--- config.mk ---
export PLATFORM = sky130hd
export DESIGN_NAME = cdr_tx_prbs_gen_flat
export DESIGN_NICKNAME = d
export VERILOG_FILES = /design/src/rtl/cdr_tx_prbs_gen_if.sv /design/src/rtl/cdr_tx_prbs_gen.sv /design/src/flat_wrapper.sv
export SDC_FILE = /design/constraint.sdc
export NUM_CORES = 1
export LEC_CHECK = 0
export ABC_AREA = 1
export CAP_MARGIN = 20
export CORE_MARGIN = 3
export CORE_UTILIZATION = 45
export DETAILED_ROUTE_END_ITERATION = 6
export GPL_TIMING_DRIVEN = 1
export SYNTH_ARGS = -nofsm -noshare
export SYNTH_HDL_FRONTEND = slang
export SYNTH_SLANG_ARGS = --single-unit
--- constraint.sdc ---
create_clock -name clk -period 4.6 [get_ports clk]
set_input_delay 0.46 -clock clk [delete_from_list [all_inputs] [get_ports clk]]
set_output_delay 0.46 -clock clk [all_outputs]
set_load 0.02 [all_outputs]
--- src/rtl/cdr_tx_prbs_gen_if.sv ---
// Frame/symbol bundle for the CDR stimulus transmitter.
// master drives start and fcw_trim; slave is the generator.
interface cdr_tx_prbs_gen_if #(
    parameter int PHASE_BITS = 32
);
    logic                  start;
    logic [PHASE_BITS-1:0] fcw_trim;
    logic                  sym_en;
    logic                  bit_out;
    logic signed [7:0]     y_n;
    logic                  busy;
    logic                  done;
    logic [1:0]            state;

    modport master (
        output start, fcw_trim,
        input  sym_en, bit_out, y_n, busy, done, state
    );

    modport slave (
        input  start, fcw_trim,
        output sym_en, bit_out, y_n, busy, done, state
    );
endinterface

--- src/rtl/cdr_tx_prbs_gen.sv ---
// Framed 1010-preamble + PRBS7 symbol source with NCO symbol timing.
// Optional TX_ISI_EN adds a saturating post-cursor tap on y_n.
module cdr_tx_prbs_gen #(
    parameter int                     PHASE_BITS   = 32,
    parameter logic [PHASE_BITS-1:0]  FCW_NOM      = 32'd85_899_345,
    parameter int                     PREAMBLE_LEN = 32,
    parameter int                     PAYLOAD_LEN  = 1024,
    parameter int                     CNT_BITS     = 16,
    parameter logic signed [7:0]      AMP          = 8'sd64,
    parameter logic [6:0]             SEED         = 7'h7F,
    parameter int                     ISI_SHIFT    = 2
) (
    input  logic             clk,
    input  logic             rst,
    cdr_tx_prbs_gen_if.slave bus
);
    typedef enum logic [1:0] {
        IDLE     = 2'b00,
        PREAMBLE = 2'b01,
        PAYLOAD  = 2'b10,
        TAIL     = 2'b11
    } state_e;

    localparam int W = PHASE_BITS + 2;
    localparam logic [CNT_BITS-1:0] CNT_ONE  = CNT_BITS'(1);
    localparam logic [CNT_BITS-1:0] PRE_LAST = CNT_BITS'(PREAMBLE_LEN - 1);
    localparam logic [CNT_BITS-1:0] PAY_LAST = CNT_BITS'(PAYLOAD_LEN - 1);

    state_e                state_q, state_d;
    logic [PHASE_BITS-1:0] phase_q, phase_d;
    logic [CNT_BITS-1:0]   sym_cnt_q, sym_cnt_d;
    logic [6:0]            lfsr_q, lfsr_d;
    logic signed [7:0]     y_q, y_d;
    logic                  bit_q, bit_d;
    logic                  sym_en_q, sym_en_d;
    logic                  busy_q, busy_d;
    logic                  done_q, done_d;

    logic [W-1:0]          fcw_sum;
    logic [PHASE_BITS-1:0] fcw_eff;
    logic [PHASE_BITS:0]   acc;
    logic                  carry;
    logic [6:0]            lfsr_nxt;
    logic                  sym_bit;
    logic signed [7:0]     sym_lvl;
    logic signed [7:0]     sym_y;

`ifdef TX_ISI_EN
    logic signed [7:0]     lvl_prev_q, lvl_prev_d;
    logic signed [7:0]     tap;
    logic signed [8:0]     isi_sum;
`endif

    // NCO: trimmed FCW clamped to [1, 2^PHASE_BITS-1], carry marks a symbol
    always_comb begin
        fcw_sum = {2'b00, FCW_NOM}
                + {{2{bus.fcw_trim[PHASE_BITS-1]}}, bus.fcw_trim};
        if (fcw_sum[W-1] || fcw_sum == '0) begin
            fcw_eff = {{(PHASE_BITS-1){1'b0}}, 1'b1};
        end else if (fcw_sum[W-2]) begin
            fcw_eff = '1;
        end else begin
            fcw_eff = fcw_sum[PHASE_BITS-1:0];
        end
        acc   = {1'b0, phase_q} + {1'b0, fcw_eff};
        carry = acc[PHASE_BITS];
    end

    // Symbol datapath: next bit, PRBS7 step and the mapped level
    always_comb begin
        lfsr_nxt = {lfsr_q[5:0], lfsr_q[6] ^ lfsr_q[5]};
        if (lfsr_nxt == 7'h00) begin
            lfsr_nxt = 7'h01;
        end
        sym_bit = (state_q == PAYLOAD) ? lfsr_q[6] : ~sym_cnt_q[0];
        sym_lvl = sym_bit ? AMP : -AMP;
`ifdef TX_ISI_EN
        tap     = lvl_prev_q >>> ISI_SHIFT;
        isi_sum = {sym_lvl[7], sym_lvl} + {tap[7], tap};
        if (isi_sum[8] != isi_sum[7]) begin
            sym_y = isi_sum[8] ? 8'sh80 : 8'sh7F;
        end else begin
            sym_y = isi_sum[7:0];
        end
`else
        sym_y   = sym_lvl;
`endif
    end

    // Frame sequencer: next state and registered outputs
    always_comb begin
        state_d   = state_q;
        phase_d   = acc[PHASE_BITS-1:0];
        sym_cnt_d = sym_cnt_q;
        lfsr_d    = lfsr_q;
        y_d       = y_q;
        bit_d     = bit_q;
        sym_en_d  = 1'b0;
        busy_d    = busy_q;
        done_d    = 1'b0;
`ifdef TX_ISI_EN
        lvl_prev_d = lvl_prev_q;
`endif
        unique case (state_q)
            IDLE: begin
                phase_d = '0;
                if (bus.start) begin
                    state_d   = PREAMBLE;
                    busy_d    = 1'b1;
                    sym_cnt_d = '0;
                    lfsr_d    = SEED;
`ifdef TX_ISI_EN
                    lvl_prev_d = '0;
`endif
                end
            end
            PREAMBLE, PAYLOAD: begin
                if (carry) begin
                    sym_en_d  = 1'b1;
                    bit_d     = sym_bit;
                    y_d       = sym_y;
                    sym_cnt_d = sym_cnt_q + CNT_ONE;
`ifdef TX_ISI_EN
                    lvl_prev_d = sym_lvl;
`endif
                    if (state_q == PREAMBLE) begin
                        if (sym_cnt_q == PRE_LAST) begin
                            state_d   = PAYLOAD;
                            sym_cnt_d = '0;
                        end
                    end else begin
                        lfsr_d = lfsr_nxt;
                        if (sym_cnt_q == PAY_LAST) begin
                            state_d = TAIL;
                        end
                    end
                end
            end
            TAIL: begin
                if (carry) begin
                    state_d = IDLE;
                    phase_d = '0;
                    y_d     = '0;
                    bit_d   = 1'b0;
                    done_d  = 1'b1;
                    busy_d  = 1'b0;
`ifdef TX_ISI_EN
                    lvl_prev_d = '0;
`endif
                end
            end
            default: state_d = IDLE;
        endcase
    end

    // State and output registers, async active-high reset
    always_ff @(posedge clk or posedge rst) begin
        if (rst) begin
            state_q   <= IDLE;
            phase_q   <= '0;
            sym_cnt_q <= '0;
            lfsr_q    <= SEED;
            y_q       <= '0;
            bit_q     <= 1'b0;
            sym_en_q  <= 1'b0;
            busy_q    <= 1'b0;
            done_q    <= 1'b0;
        end else begin
            state_q   <= state_d;
            phase_q   <= phase_d;
            sym_cnt_q <= sym_cnt_d;
            lfsr_q    <= lfsr_d;
            y_q       <= y_d;
            bit_q     <= bit_d;
            sym_en_q  <= sym_en_d;
            busy_q    <= busy_d;
            done_q    <= done_d;
        end
    end

`ifdef TX_ISI_EN
    // Previous-symbol level for the post-cursor tap
    always_ff @(posedge clk or posedge rst) begin
        if (rst) begin
            lvl_prev_q <= '0;
        end else begin
            lvl_prev_q <= lvl_prev_d;
        end
    end
`endif

    assign bus.sym_en  = sym_en_q;
    assign bus.bit_out = bit_q;
    assign bus.y_n     = y_q;
    assign bus.busy    = busy_q;
    assign bus.done    = done_q;
    assign bus.state   = state_q;
endmodule

--- src/flat_wrapper.sv ---
// flat-port wrapper written by rule: the top's interface ports become plain ports
module cdr_tx_prbs_gen_flat 
#(
    parameter int                     PHASE_BITS   = 32,
    parameter logic [PHASE_BITS-1:0]  FCW_NOM      = 32'd85_899_345,
    parameter int                     PREAMBLE_LEN = 32,
    parameter int                     PAYLOAD_LEN  = 1024,
    parameter int                     CNT_BITS     = 16,
    parameter logic signed [7:0]      AMP          = 8'sd64,
    parameter logic [6:0]             SEED         = 7'h7F,
    parameter int                     ISI_SHIFT    = 2
)
  (clk, rst, bus_start, bus_fcw_trim, bus_sym_en, bus_bit_out, bus_y_n, bus_busy, bus_done, bus_state);
  cdr_tx_prbs_gen_if #(.PHASE_BITS(PHASE_BITS)) bus_i ();
  input  logic clk;
  input  logic rst;
  input wire logic [$bits(bus_i.start)-1:0] bus_start;
  input wire logic [$bits(bus_i.fcw_trim)-1:0] bus_fcw_trim;
  output wire logic [$bits(bus_i.sym_en)-1:0] bus_sym_en;
  output wire logic [$bits(bus_i.bit_out)-1:0] bus_bit_out;
  output wire logic [$bits(bus_i.y_n)-1:0] bus_y_n;
  output wire logic [$bits(bus_i.busy)-1:0] bus_busy;
  output wire logic [$bits(bus_i.done)-1:0] bus_done;
  output wire logic [$bits(bus_i.state)-1:0] bus_state;
  assign bus_i.start = bus_start;
  assign bus_i.fcw_trim = bus_fcw_trim;
  assign bus_sym_en = bus_i.sym_en;
  assign bus_bit_out = bus_i.bit_out;
  assign bus_y_n = bus_i.y_n;
  assign bus_busy = bus_i.busy;
  assign bus_done = bus_i.done;
  assign bus_state = bus_i.state;
  cdr_tx_prbs_gen #(.PHASE_BITS(PHASE_BITS), .FCW_NOM(FCW_NOM), .PREAMBLE_LEN(PREAMBLE_LEN), .PAYLOAD_LEN(PAYLOAD_LEN), .CNT_BITS(CNT_BITS), .AMP(AMP), .SEED(SEED), .ISI_SHIFT(ISI_SHIFT)) u_core (.clk(clk), .rst(rst), .bus(bus_i));
endmodule
==> results.md, run 1 <==
- Status: completed
- Yosys reg bits: 63
- Maximum buffer depth of the clock tree: 2
- Overall Global Routing Usage: 23.3%
- IO Port Bufs: 42
- Vias in the first global route: roughly 6600
- Area of the mapped netlist: about 6500 sq um
- Synth Instances: between 1000 and 1500
- Global route overflow: 0
- Slew HR: between 50% and 60%
- Vias: slightly below 7000
- Pwr dens: 433 nW/um^2
- Gate power share: between 50% and 60%
- Startpoint type of the worst setup path: input port
- Hold Violations, Final: 0
- Via-to-Cell Ratio: ~4.9
- Die area: 15800 sq um
- Worst skew pair latency: ~340 ps
- Final WL: approximately 18000 um
- Setup crit end kind: register
- Final ANT Viol Nets: 0
- Max rail drop VDD: approximately 490 uV
- Placer Congestion: approximately 0.95
- Antenna violations before repair: 0
- Fraction of power spent switching nets: a little over two fifths
- Minimum clock period: 4230 ps
- # rows: 43
- Clock skew: 9.28 ps
- Clk slew on worst S/H paths: about 60 ps
- N_diodes: 0
- Synth top area share: approximately 22%
- Number of flops mapped to enable cells by yosys: 0
- Seq/Total Area, Yosys: about a quarter
- Core Util, Final: about three fifths
- Io pins: just under 50
- Total clock sinks: 63
- Die Width: ~130 um
- Post-layout worst setup margin: 374 ps
- Max Fclk: about 240 MHz
- Asr flop ratio synth: 100%
- Synth Flop Type: dfrtp_1
- Leading area contributor after synthesis: dfrtp_1
- Syn avg cell area: 6.02 sq um
- Reg-to-reg setup timing slack: 2110 ps
- Die height: between 100 and 150 um
- Hold Path Class: register to register
- Switching power total: between 1.5 and 2 mW
- Total Nets Final: about 1300
- Cell-internal power: approximately 2.0 mW
- Fillers: 1438
- CTS tree: yes
- Synth area leaders: dfrtp_1, nand2_1, nor2_1, inv_1, ha_1
- CTS Buf Count: 9
- Setup-failing EPs final: 0
- DR pass1 iterations: 5
- Max-slew violation count: 0
- Required @ worst endpoint: ~4800 ps
- Worst slack at placement: -103 ps
- Layout area overhead: 26.9%
- Starting DRT DRC Count: approximately 400
- Post-CTS setup buffers: 0
- CP arrival: 4450 ps
- Pin count of the biggest net entering global routing: 34
- Total power draw: 3.55 mW
- Layout cells sized above 1: ~15%
- Worst-path fanout max: 6
- Post-DP HPWL: about 15000 um
- Tightest Pin Transition: between 600 and 700 ps
- Max Cap Viol: 0
- Core Region: around 14000 sq um
- Clock power frac: about a fifth
- Worst hold slack: 483 ps
- Seq pwr share: 24.0%
- Per-cell routed wire length: 13.1 um
- Crit Path Category: input port to register
- Htree depth: 3
- First-pass GRT wire length: 30500 um
- Drt drc: 0
- Initial core utilization: between 40% and 50%
- Static Leak: 4.15 nW
- Cell variety after synth: 43
- Final Cycle Share: roughly nine tenths
- Clock root cell: clkbuf_16
- Synthesis warning total: 0
[registers in the layout, indices dropped and copies added, names as in the netlist]
| register | count |
|---|---|
| u_core.bus.sym_en | 1 |
| u_core.bus.bit_out | 1 |
| u_core.lfsr_q | 7 |
| u_core.sym_cnt_q | 16 |
| u_core.phase_q | 32 |
| u_core.bus.busy | 1 |
| u_core.bus.y_n | 2 |
| u_core.bus.state | 2 |
| u_core.bus.done | 1 |
[Yosys cell counts (all sizes together), types with 13 or more instances]
master,number
o21ai,59
a21oi,64
buf,16
or2,13
inv,140
nor2,192
dfrtp,56
xor2,20
nand3,72
ha,38
nand2,317
[through the flow]
step | cells | TNS, ps | cell area [sq um]
final | 1401 | 0 | 8200
after global routing | 1401 | -8.94 | 8200
after CTS | 1401 | 0 | 8130
after detailed placement | 1385 | -1850 | 7830
after global placement | 1385 | -12.0 | 7830
after floorplan | 1078 | 0 | 6480
[critical path: stages]
cell and delay [ps]:
clkdlybuf4s50_1 510, nand2_1 150, buf_4 120, nand2_1 50, nand2_1 60, nand3_1 180
a21oi_2 240, nand3_1 110, nand2_1 120, nand2_1 90, nor2_1 130, nand3_2 150
nand3_1 110, ha_2 180, inv_1 50, fa_1 370, nand3b_1 190, nand2_2 100
a21oi_1 80, o21ai_0 170, buf_4 170, a21oi_1 60, buf_4 150, o21ai_0 250
nand2_1 80, nand2_1 80, nor2_1 40
[placed cells by master, fill, tap and decap left out, drive strengths merged]
cell type	instances
or2	13
nor3b	2
and2b	1
o21a	2
nand3b	5
ha	38
o21ai	59
a21o	2
xor2	20
and2	2
a31oi	1
nor2	192
nand4	12
nor4	7
o211ai	1
xnor2	10
nand3	72
clkdlybuf4s50	38
clkinv	4
dfrtp	56
buf	104
fa	1
a211oi	2
a21boi	2
clkinvlp	2
o311ai	2
o22ai	1
o31ai	3
o21bai	6
conb	6
nor3	12
nand2	317
a21oi	64
dlymetal6s2s	4
bufinv	1
inv	140
clkbuf	10
dfstp	7
[routing by layer]
| layer | wire (um) | track usage [%] | vias to the layer above | part of all wire, % |
|---|---|---|---|---|
| met2 | 8930 | 41.6 | 125 | 49 |
| met5 | 0 | 0 | - | 0 |
| met4 | 548 | 8.90 | 0 | 3.0 |
| met1 | 8260 | 29.3 | 3037 | 45 |
| met3 | 571 | 2.04 | 40 | 3.1 |
| li1 | - | - | 3701 | - |
[power groups by stage]
stage / Clock [mW] / Sequential, mW / Combinational [mW]
floorplan: 0 / 0.866 / 1.28
global placement: 0 / 0.859 / 1.96
detailed placement: 0 / 0.864 / 1.98
CTS: 0.709 / 0.855 / 1.99
global route: 0.739 / 0.873 / 2.28
finish: 0.699 / 0.854 / 2.00
[cells by family after synthesis]
family                   count (synthesis)  share of synthesized area, %
flip-flops                              63                          24.5
adder cells (fa/ha/maj)                 39                          7.67
AO/OA/AOI/OAI                          145                          12.1
buffers and inverters                  160                          10.2
XOR/XNOR                                30                          4.07
AND/OR/NAND/NOR                        635                          41.4
other                                    1                        0.0580
[final timing paths]
| path | startpoint | to | depth (start not counted) |
|---|---|---|---|
| max in group asynchronous | rst | u_core.lfsr_q[1]$_DFFE_PP1P_ | 3 |
| min in group asynchronous | rst | u_core.phase_q[5]$_DFF_PP0_ | 2 |
| worst min-delay path | u_core.lfsr_q[1]$_DFFE_PP1P_ | u_core.lfsr_q[1]$_DFFE_PP1P_ | 2 |
| worst max-delay path | bus_fcw_trim[15] | u_core.phase_q[22]$_DFF_PP0_ | 27 |
| worst min register to register | u_core.lfsr_q[1]$_DFFE_PP1P_ | u_core.lfsr_q[1]$_DFFE_PP1P_ | 2 |
| worst max register to register | u_core.bus.state[1]$_DFFE_PP0P_ | u_core.lfsr_q[3]$_DFFE_PP1P_ | 8 |
[layout make-up]
| class | count | area (sq um) | share of cell area [%] |
|---|---|---|---|
| multi-input combinational | 855 | 4300 | 52.4 |
| timing repair buffer | 146 | 1260 | 15.4 |
| tap | 180 | 225 | 2.75 |
| sequential | 63 | 1590 | 19.3 |
| inverter | 141 | 529 | 6.45 |
| clock inverter | 6 | 71.3 | 0.869 |
| clock buffer | 10 | 229 | 2.79 |
[repair_timing]
| item | 4_1_cts | 5_1_grt |
|---|---|---|
| resized for setup | 0 | 26 |
| hold buffers | 0 | 0 |
| setup endpoints to repair | 0 | 61 |
(Power assumes the default switching activity.)
==> run 2, diff against run 1 <==
--- a/config.mk
+++ b/config.mk
@@ -11,6 +11,7 @@
 export CORE_UTILIZATION = 45
 export DETAILED_ROUTE_END_ITERATION = 6
 export GPL_TIMING_DRIVEN = 1
+export HOLD_SLACK_MARGIN = 0.12
 export SYNTH_ARGS = -nofsm -noshare
 export SYNTH_HDL_FRONTEND = slang
 export SYNTH_SLANG_ARGS = --single-unit
==> results of run 2 <==
The final DEF is identical to that of run 1; final timing and power are the same.
